===== src/rtl/tmds_encoder_array.sv =====
// NUM_CH-lane HDMI TMDS/TERC4 encoder: one symbol per lane per pixel clock, LATENCY register stages, never stalls.
// Defining TMDS_SEQ_CHECK_EN builds the period-sequence checker behind seq_error; otherwise seq_error is tied low.
module tmds_encoder_array #(
  parameter int NUM_CH  = 3,
  parameter int LATENCY = 1
) (
  input  logic                 clk_pixel,
  input  logic                 reset,
  input  logic [8*NUM_CH-1:0]  video_data,
  input  logic [4*NUM_CH-1:0]  island_data,
  input  logic [2*NUM_CH-1:0]  control_data,
  input  logic [2:0]           mode,
  input  logic                 seq_clear,
  output logic [10*NUM_CH-1:0] tmds,
  output logic [5*NUM_CH-1:0]  disparity,
  output logic                 seq_error
);

  localparam logic [9:0] SYM_IDLE = 10'b1101010100;
  localparam logic [9:0] SYM_GB_A = 10'b1011001100;
  localparam logic [9:0] SYM_GB_B = 10'b0100110011;

  function automatic logic [9:0] ctrl_sym(input logic [1:0] c);
    case (c)
      2'b00:   return 10'b1101010100;
      2'b01:   return 10'b0010101011;
      2'b10:   return 10'b0101010100;
      default: return 10'b1010101011;
    endcase
  endfunction

  function automatic logic [9:0] terc4(input logic [3:0] d);
    case (d)
      4'h0:    return 10'b1010011100;
      4'h1:    return 10'b1001100011;
      4'h2:    return 10'b1011100100;
      4'h3:    return 10'b1011100010;
      4'h4:    return 10'b0101110001;
      4'h5:    return 10'b0100011110;
      4'h6:    return 10'b0110001110;
      4'h7:    return 10'b0100111100;
      4'h8:    return 10'b1011001100;
      4'h9:    return 10'b0100111001;
      4'hA:    return 10'b0110011100;
      4'hB:    return 10'b1011000110;
      4'hC:    return 10'b1010001110;
      4'hD:    return 10'b1001110001;
      4'hE:    return 10'b0101100011;
      default: return 10'b1011000011;
    endcase
  endfunction

  function automatic logic [3:0] ones8(input logic [7:0] v);
    logic [3:0] n;
    n = 4'd0;
    for (int i = 0; i < 8; i++) n = n + {3'b000, v[i]};
    return n;
  endfunction

  // Reserved modes 5-7 behave exactly like control periods everywhere.
  logic [2:0] mode_n;
  assign mode_n = (mode > 3'd4) ? 3'd0 : mode;

  for (genvar k = 0; k < NUM_CH; k++) begin : g_ch
    localparam int ROLE = k % 3;

    logic [7:0]        d;
    logic [8:0]        qm;
    logic [3:0]        n1d;
    logic [3:0]        n1q;
    logic              use_xnor;
    logic signed [5:0] diff6;
    logic signed [4:0] diff;
    logic signed [4:0] acc_add;
    logic signed [4:0] acc_d;
    logic signed [4:0] acc_q;
    logic [9:0]        vid_sym;
    logic [9:0]        sym_d;
    logic [9:0]        pipe_q [LATENCY];

    assign d = video_data[8*k +: 8];

    always_comb begin
      n1d      = ones8(d);
      use_xnor = (n1d > 4'd4) || ((n1d == 4'd4) && !d[0]);
      qm       = '0;
      qm[0]    = d[0];
      for (int i = 1; i < 8; i++) qm[i] = use_xnor ? ~(qm[i-1] ^ d[i]) : (qm[i-1] ^ d[i]);
      qm[8]    = ~use_xnor;
      n1q      = ones8(qm[7:0]);
      // diff is (ones - zeros) of the minimised byte, range -8..8.
      diff6    = $signed({1'b0, n1q, 1'b0}) - 6'sd8;
      diff     = diff6[4:0];

      if ((acc_q == 5'sd0) || (diff == 5'sd0)) begin
        vid_sym = {~qm[8], qm[8], qm[8] ? qm[7:0] : ~qm[7:0]};
        acc_add = qm[8] ? diff : -diff;
      end else if ((!acc_q[4] && (diff > 5'sd0)) || (acc_q[4] && (diff < 5'sd0))) begin
        vid_sym = {1'b1, qm[8], ~qm[7:0]};
        acc_add = -diff + (qm[8] ? 5'sd2 : 5'sd0);
      end else begin
        vid_sym = {1'b0, qm[8], qm[7:0]};
        acc_add = diff - (qm[8] ? 5'sd0 : 5'sd2);
      end

      case (mode_n)
        3'd1:    sym_d = vid_sym;
        3'd2:    sym_d = (ROLE == 1) ? SYM_GB_B : SYM_GB_A;
        3'd3:    sym_d = terc4(island_data[4*k +: 4]);
        3'd4:    sym_d = (ROLE == 0) ? terc4({2'b11, control_data[2*k +: 2]}) : SYM_GB_B;
        default: sym_d = ctrl_sym(control_data[2*k +: 2]);
      endcase

      acc_d = (mode_n == 3'd1) ? (acc_q + acc_add) : 5'sd0;
    end

    always_ff @(posedge clk_pixel or posedge reset) begin
      if (reset) begin
        acc_q <= 5'sd0;
        for (int i = 0; i < LATENCY; i++) pipe_q[i] <= SYM_IDLE;
      end else begin
        acc_q     <= acc_d;
        pipe_q[0] <= sym_d;
        for (int i = 1; i < LATENCY; i++) pipe_q[i] <= pipe_q[i-1];
      end
    end

    assign tmds[10*k +: 10]    = pipe_q[LATENCY-1];
    assign disparity[5*k +: 5] = acc_q;
  end

`ifdef TMDS_SEQ_CHECK_EN
  typedef enum logic [3:0] {CTRL, VG1, VG2, VID, IGL1, IGL2, ISL, IGT1, IGT2} seq_state_t;

  seq_state_t state_q;
  seq_state_t state_d;
  logic       viol;
  logic       seq_error_q;
  logic       seq_error_d;

  always_comb begin
    state_d = state_q;
    viol    = 1'b0;
    case (state_q)
      CTRL: begin
        if (mode_n == 3'd0)      state_d = CTRL;
        else if (mode_n == 3'd2) state_d = VG1;
        else if (mode_n == 3'd4) state_d = IGL1;
        else                     viol = 1'b1;
      end
      VG1:  if (mode_n == 3'd2) state_d = VG2;  else viol = 1'b1;
      VG2:  if (mode_n == 3'd1) state_d = VID;  else viol = 1'b1;
      VID: begin
        if (mode_n == 3'd1)      state_d = VID;
        else if (mode_n == 3'd0) state_d = CTRL;
        else                     viol = 1'b1;
      end
      IGL1: if (mode_n == 3'd4) state_d = IGL2; else viol = 1'b1;
      IGL2: if (mode_n == 3'd3) state_d = ISL;  else viol = 1'b1;
      ISL: begin
        if (mode_n == 3'd3)      state_d = ISL;
        else if (mode_n == 3'd4) state_d = IGT1;
        else                     viol = 1'b1;
      end
      IGT1: if (mode_n == 3'd4) state_d = IGT2; else viol = 1'b1;
      IGT2: begin
        if (mode_n == 3'd0)      state_d = CTRL;
        else if (mode_n == 3'd4) state_d = IGL1;
        else                     viol = 1'b1;
      end
      default: viol = 1'b1;
    endcase

    // On a violation, resynchronise to the state the current mode most plausibly belongs to.
    if (viol) begin
      case (mode_n)
        3'd1:    state_d = VID;
        3'd2:    state_d = VG1;
        3'd3:    state_d = ISL;
        3'd4:    state_d = IGL1;
        default: state_d = CTRL;
      endcase
    end

    seq_error_d = viol | (seq_error_q & ~seq_clear);
  end

  always_ff @(posedge clk_pixel or posedge reset) begin
    if (reset) begin
      state_q     <= CTRL;
      seq_error_q <= 1'b0;
    end else begin
      state_q     <= state_d;
      seq_error_q <= seq_error_d;
    end
  end

  assign seq_error = seq_error_q;
`else
  logic unused_seq_clear;
  assign unused_seq_clear = seq_clear;
  assign seq_error        = 1'b0;
`endif

endmodule


===== config.mk =====
export PLATFORM = sky130hd
export DESIGN_NAME = tmds_encoder_array
export DESIGN_NICKNAME = d
export VERILOG_FILES = /design/src/rtl/tmds_encoder_array.sv
export SDC_FILE = /design/constraint.sdc
export NUM_CORES = 1
export LEC_CHECK = 0
export BUFFER_PORTS_ARGS = -buffer_cell sky130_fd_sc_hd__buf_4
export CAP_MARGIN = 20
export CORE_MARGIN = 2
export CORE_UTILIZATION = 50
export CTS_CLUSTER_DIAMETER = 60
export DETAILED_ROUTE_END_ITERATION = 8
export PLACE_DENSITY = 0.71
export SYNTH_ARGS = -nofsm -noshare
export SYNTH_HDL_FRONTEND = slang
export SYNTH_SLANG_ARGS = --single-unit

===== constraint.sdc =====
create_clock -name clk_pixel -period 7 [get_ports clk_pixel]
set_input_delay 1.4 -clock clk_pixel [delete_from_list [all_inputs] [get_ports clk_pixel]]
set_output_delay 1.4 -clock clk_pixel [all_outputs]
set_load 0.005 [all_outputs]

==> flow_metrics.tcl, run 1 <==
set metrics [dict create \
    clk_path_buf_depth 2 \
    syn_area_um2 6200 \
    dieHeight_um 115 \
    synth.area.top_cells "ha_1, dfrtp_1, fa_1, xnor2_1, dfstp_2" \
    maxSlewHeadroom 0.340 \
    placementRows 40 \
    path_class "in2reg" \
    synth_top_cell_area_share 0.172 \
    drc_errors 0 \
    nNetsFinal 1115 \
    r2r.worst_path.cells 11 \
    grt_max_degree 43 \
    regToRegEndpoint "g_ch[1].acc_q[4]" \
    grt_pass1_wl_um 29100 \
    critical_path_peak_fanout 3 \
    ant_nets 0 \
    gp_congestion 0.900 \
    clkSinkCount 42 \
    synth_top_area_cell "ha_1" \
    critPathSlowestCell "fa_1" \
    critPathCaptureType "register" \
    busiest_layer "met2" \
    hold_violations 0 \
    dieArea_um2 13300 \
    seq_area_um2 1070 \
    start_kind "primary input" \
    hpwl_um 14000 \
    routed_wirelength_um 18800 \
    grt_antenna_before_repair 0 \
    grt_use_total 0.270 \
    clk_pin_slew_ps 60 \
    synth.most_common_cell "ha_1" \
    die_width_um 115 \
    synth_cell_types 70 \
    skew_ps 7.94 \
    h-tree-depth 2 \
    via_count 6236 \
    overflow 0 \
    portBuffers 88 \
    hp-class "reg2reg" \
    drtIter0Drc 423 \
    critical_path.startpoint "video_data[9]" \
    wire_per_inst_um 16.7 \
    synth_ff_type "dfrtp_1" \
    grtUsageMet3 0.0253 \
    final_layout_size_suffix_gt1_frac 0.414 \
    critical_path.max_stage_delay_ps 540 \
    synth-seq-cells 42 \
    coreArea_um2 12100 \
    clk_latency_ps 290 \
    cp.arrival_ps 9120 \
    avgSynthCellArea_um2 8.46 \
    status "finished with violations" \
    viasPerCell 5.54 \
    drt-pass1-iter-count 5 \
    syn_inst 733 \
    cts_tree "yes" \
    min_period_ps 8910 \
    min_from "g_ch[2].acc_q[1]" \
    synth_edf_count 0 \
    path_common_cell "fa_1" \
    setup_violations 39 \
    fill_cells 810 \
    async_flop_share 1.00 \
    numCtsBuffers 5 \
    seq_area_frac_synth 0.173 \
    cp.required_ps 7220 \
    violations "setup timing" \
    fin_ws_ps -1910 \
    cts_hold_buf 0 \
    yosys_warnings 0 \
    max_freq_mhz 112 \
    grt_pass1_vias 6232 \
    clock-root-buffer "clkbuf_16" \
    grt_util_met2 0.511 \
    hold-path-cell-count 2 \
    fin_util 0.753 \
    rsz0062_at_grt "true" \
    r2r-start "g_ch[1].acc_q[4]" \
    area_growth_pct 46.4 \
    start_util 0.514 \
    final_max_slew_viol_count 0 \
    maxCapViolCount 0 \
    grt_use_met1 0.323 \
    finalCritPeriodShare 1.27 \
    antenna_cells 0 \
    r2r_slack_ps 3740 \
    num_io_pins 94 \
    synth_common_cells "ha_1, inv_1, nand2_1" \
    tightest_slew_ps 981 \
    multi_input_area_um2 5330 \
    whs_endpoint "g_ch[2].acc_q[1]" \
]
worst max-delay path: cells and delay by family:
kind                       cells  cell delay (ps)
AOI/OAI and AO/OA              8             1450
and+or+nand+nor                3              670
xor gates and xnor gates       4              530
adders and majority gates     12             4780
buffers and inverters          6              290
flip-flops by register name, summed over array words and instances (netlist names):
| register | cells |
|---|---|
| g_ch.acc_q | 12 |
| g_ch.pipe_q | 30 |
worst max path at each step:
| stage | to | slack (ps) | cells past startpoint |
|---|---|---|---|
| global route | g_ch[2].acc_q[4] | -2090 | 33 |
| global placement | g_ch[2].acc_q[4] | -2130 | 33 |
| detailed placement | g_ch[2].acc_q[4] | -2300 | 34 |
| floorplan | g_ch[1].acc_q[4] | -1930 | 32 |
| finish | g_ch[1].acc_q[4] | -1910 | 33 |
| CTS | g_ch[2].acc_q[4] | -1780 | 33 |
layout make-up:
type | instances | share of cell area
repair buffers | 242 | 0.213
clock inverters | 3 | 0.00482
multi-input cells | 579 | 0.587
flip-flops and latches | 42 | 0.118
well taps | 168 | 0.0231
clock buffers | 5 | 0.0138
inverters | 86 | 0.0411
metrics by stage:
step | instances | area [um^2] | setup slack (ps) | hold slack [ps] | TNS [ps]
final | 1125 | 9080 | -1910 | 727 | -51070
after global routing | 1125 | 9080 | -2090 | 759 | -59970
after CTS | 1112 | 8780 | -1780 | 741 | -50870
after detailed placement | 1083 | 8140 | -2300 | 724 | -67770
after global placement | 1083 | 8140 | -2130 | 713 | -62320
after floorplan | 736 | 6510 | -1930 | 657 | -49430
timing repair:
action                     4_1_cts  5_1_grt
gates resized for setup         69       41
buffers inserted                22       18
setup endpoints to repair       39       39
pin swaps                       64       35
logic make-up (layout without fill, tap and decap cells):
kind of cell    Yosys count  count (layout)  share of synthesized area
flops                    42              42                      0.173
xor+xnor                 83              83                      0.137
fa+ha+maj               113             113                      0.259
mux                       7               7                     0.0163
compound gates          192             192                      0.201
other cells               1               4                   0.000605
simple gates            180             180                      0.137
buf+inv                 115             336                     0.0767
routing by layer:
layer	vias up	wire (um)
li1	2969	-
met1	3006	7650
met2	216	10000
met3	45	735
met4	0	419
met5	-	0
cells in the final DEF, fill, tap and decap left out, types with 7 or more instances in the layout:
| cell | instances |
|---|---|
| buf_4 | 216 |
| ha_1 | 72 |
| inv_1 | 67 |
| nand2_1 | 62 |
| a21oi_1 | 36 |
| xnor2_1 | 36 |
| nor2_1 | 36 |
| o21ai_0 | 36 |
| dfrtp_1 | 27 |
| buf_6 | 23 |
| o22ai_1 | 20 |
| fa_1 | 20 |
| xnor2_2 | 15 |
| dfstp_2 | 15 |
| xor2_1 | 14 |
| nand3_1 | 14 |
| a21o_1 | 12 |
| inv_2 | 10 |
| nor3_1 | 10 |
| xnor2_4 | 9 |
| a21oi_2 | 8 |
| o211ai_1 | 8 |
| o21a_1 | 8 |
| ha_2 | 8 |
| a211oi_1 | 7 |
Power of run 1 is left out: the tool's default activity adds up to more than one toggle a clock period on the data nets, which glitch-free logic cannot reach.
==> run 2: changes to the inputs <==
Settings changed: ABC_AREA set to 0, GPL_ROUTABILITY_DRIVEN set to 1, TNS_END_PERCENT set to 30.
==> run 2 against run 1 <==
Against the previous run: the run still ends with setup timing left; critical path depth stayed put; clock skew is 1.3 ps lower; clock-buffer cell count stayed put; global-route usage is 0.43 points lower; via count is 2.3% lower; sequential share of layout area is 0.42 points higher; first-iteration DRC count is 33% lower; critical endpoint is now g_ch[2].acc_q[4]; largest cell class unchanged; highest routed layer unchanged.
==> flow_metrics.tcl, run 2 (synthesis gave the netlist of run 1 again) <==
set metrics [dict create \
    status "finished with violations" \
    violations "setup timing" \
    fin_ws_ps -1800 \
    antenna_cells 0 \
    overflow 0 \
    coreArea_um2 12100 \
    critPathSlowestCell "fa_1" \
    tightest_slew_ps 869 \
    crit_buf_inv 5 \
    drc_errors 0 \
    finalCritPeriodShare 1.26 \
    gp_congestion 0.947 \
    routed_wirelength_um 17900 \
    die_width_um 115 \
    rsz0062_at_grt "true" \
    num_io_pins 94 \
    busiest_layer "met2" \
    drtIter0Drc 282 \
    start_util 0.514 \
    setup_violations 39 \
    hold_violations 0 \
    start_kind "primary input" \
    placementRows 40 \
    skew_ps 6.66 \
    largest_reg_flops 30 \
    path_class "in2reg" \
    clk_path_buf_depth 2 \
    place_ws_ps -2310 \
    largest-register "g_ch.pipe_q" \
    min_period_ps 8800 \
    mostFrequentLayoutCells "buf_4, ha_1, inv_1, nand2_1, xnor2_1" \
    clkSinkCount 42 \
    cp.arrival_ps 9040 \
    grt_use_met1 0.320 \
    viasPerCell 5.49 \
    wire_per_inst_um 16.1 \
    grt_pass1_vias 6152 \
    grt_antenna_before_repair 0 \
    dieHeight_um 115 \
    critical_path.max_stage_delay_ps 550 \
    final_common_cell "buf_4" \
    critPathCaptureType "register" \
    clk_pin_slew_ps 70 \
    critPathTopFamily "adder cells" \
    fill_cells 885 \
    fin_util 0.727 \
    numCtsBuffers 5 \
    grt_pass1_wl_um 28400 \
    clock-root-buffer "clkbuf_16" \
    grtUsageMet3 0.0285 \
    path_common_cell "fa_1" \
    grt_use_total 0.266 \
    ant_nets 0 \
    clk_latency_ps 290 \
    cp.required_ps 7240 \
    h-tree-depth 2 \
    final_max_slew_viol_count 0 \
    max_freq_mhz 114 \
    hp-class "reg2reg" \
    grt_util_met2 0.488 \
    r2r_slack_ps 4010 \
    via_count 6094 \
    portBuffers 88 \
    dieArea_um2 13300 \
    grt_max_degree 43 \
    nNetsFinal 1100 \
    maxSlewHeadroom 0.419 \
    critical_path_peak_fanout 4 \
    drt-pass1-iter-count 5 \
    cts_hold_buf 0 \
    maxCapViolCount 0 \
    area_growth_pct 41.4 \
    hpwl_um 13500 \
    reg.largest.list "g_ch.pipe_q x30, g_ch.acc_q x12" \
    cts_tree "yes" \
    final_layout_size_suffix_gt1_frac 0.381 \
]
==> run 2: through the flow <==
step / area (um^2) / setup TNS, ps / hold WS [ps] / std cells
6_report: 8770 / -49810 / 753 / 1110
5_1_grt: 8770 / -59260 / 780 / 1110
4_1_cts: 8550 / -48100 / 719 / 1100
3_5_place_dp: 8100 / -69480 / 709 / 1080
3_3_place_gp: 8100 / -63300 / 703 / 1080
2_1_floorplan: 6490 / -49580 / 657 / 736
==> run 2: cell type report <==
| type | instances | area (um^2) | area share |
|---|---|---|---|
| Multi-Input combinational cell | 579 | 5160 | 0.589 |
| Timing Repair Buffer | 227 | 1790 | 0.204 |
| Sequential cell | 42 | 1070 | 0.122 |
| Inverter | 86 | 370 | 0.0422 |
| Tap cell | 168 | 210 | 0.0240 |
| Clock buffer | 5 | 125 | 0.0143 |
| Clock inverter | 3 | 43.8 | 0.00499 |
==> run 2: path summary, 6_finish.rpt <==
check	from	to	depth (start not counted)
worst max-delay path	video_data[16]	g_ch[2].acc_q[4]	33
worst min-delay path	g_ch[2].acc_q[1]	g_ch[2].acc_q[1]	2
worst max register to register	g_ch[1].acc_q[4]	g_ch[1].acc_q[4]	11
worst min register to register	g_ch[2].acc_q[1]	g_ch[2].acc_q[1]	2
max in group asynchronous	reset	g_ch[1].pipe_q[2]	3
min in group asynchronous	reset	g_ch[1].acc_q[4]	3
==> run 2: timing repair <==
action,in CTS,in global routing
setup buffers,15,10
pin swaps,64,25
endpoints found under the setup margin,39,39
resized for setup,47,26
==> run 2: worst reg2reg max path, delay by kind of cell (launching register included) <==
family / cells / cell delay, ps
AO/OA/AOI/OAI: 5 / 770
AND/OR/NAND/NOR: 3 / 1120
adder cells (fa/ha/maj): 1 / 320
XOR/XNOR: 2 / 190
flip-flops: 1 / 510
==> run 2: metal layers <==
metal | vias up | part of all wire
met5 | - | 0
met4 | 0 | 0.031
met3 | 48 | 0.038
met2 | 150 | 0.52
met1 | 2970 | 0.41
li1 | 2926 | -
Power of run 2 is left out for the same reason.
==> run 3: changes to the inputs <==
==> constraint.sdc (replaced) <==
create_clock -name clk_pixel -period 7 [get_ports clk_pixel]
set_input_delay 1.75 -clock clk_pixel [delete_from_list [all_inputs] [get_ports clk_pixel]]
set_output_delay 1.75 -clock clk_pixel [all_outputs]
set_load 0.005 [all_outputs]
==> run 3 against run 2 <==
Against the previous run: the run still ends with setup timing left; clock-buffer cell count rose by 1; core utilization grew 2.5 points; routed wire length increased by 8.2%; register-to-register slack better by 130 ps; sequential cell count is the same; non-clock buffer count rose by 41; largest cell class unchanged; critical path type unchanged; critical path depth rose by 1; final cell count rose by 3.7%; fmax down 3.0%; die area is the same; highest routed layer unchanged; design area increased by 3.5%.
==> flow_metrics.tcl, run 3 (synthesis gave the netlist of run 1 again) <==
set metrics [dict create \
    r2r_slack_ps 4140 \
    setup_violations 39 \
    seq_area_um2 1070 \
    largest-register "g_ch.pipe_q" \
    grt_use_total 0.287 \
    grt_antenna_before_repair 0 \
    drtIter0Drc 422 \
    path_common_cell "fa_1" \
    dieArea_um2 13300 \
    min_from "g_ch[1].acc_q[1]" \
    gp_congestion 0.942 \
    min_period_ps 9080 \
    cp_num_cells 34 \
    die_width_um 115 \
    max_freq_mhz 110 \
    drc_errors 0 \
    viasPerCell 5.54 \
    wire_per_inst_um 16.8 \
    nNetsFinal 1141 \
    area_growth_pct 46.3 \
    r2r.worst_path.cells 11 \
    start_kind "primary input" \
    numCtsBuffers 5 \
    portBuffers 88 \
    via_count 6374 \
    placementRows 40 \
    fin_util 0.752 \
    critical_path.max_stage_delay_ps 560 \
    largest_reg_flops 30 \
    hp-class "reg2reg" \
    coreArea_um2 12100 \
    fill_cells 868 \
    clk_latency_ps 290 \
    num_io_pins 94 \
    clock-root-buffer "clkbuf_16" \
    regToRegEndpoint "g_ch[1].acc_q[4]" \
    critPathSlowestCell "fa_1" \
    overflow 0 \
    critical_path_peak_fanout 5 \
    finalCritPeriodShare 1.30 \
    hold-path-cell-count 2 \
    hold_violations 0 \
    final_max_slew_viol_count 0 \
    final_common_cell "buf_4" \
    crit_buf_inv 8 \
    routed_wirelength_um 19300 \
    grt_pass1_wl_um 30300 \
    cts_tree "yes" \
    tightest_slew_ps 833 \
    violations "setup timing" \
    h-tree-depth 2 \
    hpwl_um 13700 \
    start_util 0.514 \
    antenna_cells 0 \
    clkSinkCount 42 \
    critPathCaptureType "register" \
    maxSlewHeadroom 0.443 \
    rsz0062_at_grt "true" \
    cp.required_ps 7220 \
    reg.largest.list "g_ch.pipe_q x30, g_ch.acc_q x12" \
    mostFrequentLayoutCells "buf_4, ha_1, inv_1, nand2_1, xnor2_1" \
    drt-pass1-iter-count 5 \
    fin_ws_ps -2080 \
    grt_max_degree 43 \
    clk_pin_slew_ps 70 \
    critPathTopFamily "adder cells" \
    cts_hold_buf 0 \
    cp.arrival_ps 9300 \
    final_layout_size_suffix_gt1_frac 0.411 \
    path_class "in2reg" \
    grt_pass1_vias 6309 \
    status "finished with violations" \
    r2r-start "g_ch[1].acc_q[4]" \
    clk_path_buf_depth 2 \
    whs_endpoint "g_ch[1].acc_q[1]" \
    ant_nets 0 \
    skew_ps 7.72 \
    multi_input_area_um2 5180 \
    dieHeight_um 115 \
    maxCapViolCount 0 \
]
[run 3: cell count changes in the layout (fill, tap and decap cells not counted), sizes merged]
cell | before | now
inv | 86 | 85
clkbuf | 5 | 6
bufinv | 1 | 0
buf | 227 | 268
clkinv | 2 | 3
[run 3: worst max path at each step]
stage / startpoint / end / slack, ps
3_5_place_dp: video_data[16] / g_ch[2].acc_q[4] / -2680
6_report: video_data[0] / g_ch[0].acc_q[4] / -2080
5_1_grt: video_data[16] / g_ch[2].acc_q[4] / -2360
4_1_cts: video_data[16] / g_ch[2].acc_q[4] / -2120
2_1_floorplan: video_data[11] / g_ch[1].acc_q[4] / -2280
3_3_place_gp: video_data[16] / g_ch[2].acc_q[4] / -2440
[run 3: routing by layer]
metal,GRT usage,wire length (um),share of wire
met5,0,0,0
met4,0.0948,520,0.027
met1,0.337,7590,0.39
met2,0.543,10300,0.53
met3,0.0269,899,0.046
[run 3: final cells by class]
cell class	instances	area share
multi-input cells	579	0.571
repair buffers	268	0.231
flip-flops and latches	42	0.118
inverters	86	0.0411
well taps	168	0.0232
clock buffers	6	0.0142
clock inverters	2	0.00152
[run 3: worst min-delay path, delay by kind of cell (launching register included)]
kind	cells	cell delay, ps
flops	1	390
fa+ha+maj	1	150
simple gates	1	140
[run 3: what timing repair did]
action                                  4_1_cts  5_1_grt
gates cloned                                  0        0
gates resized for setup                      55       24
pin swaps                                    65       19
endpoints found under the setup margin       39       39
buffers inserted                             47       11
[run 3: metrics by stage]
stage	instance area (um^2)	hold WS (ps)	instances	setup TNS (ps)	worst slack (ps)
floorplan	6490	657	736	-63230	-2280
global placement	8170	705	1089	-76930	-2440
detailed placement	8170	691	1089	-83080	-2680
CTS	8870	715	1141	-59560	-2120
global route	9070	741	1151	-70500	-2360
finish	9070	720	1151	-62300	-2080
Power of run 3 is left out for the same reason.
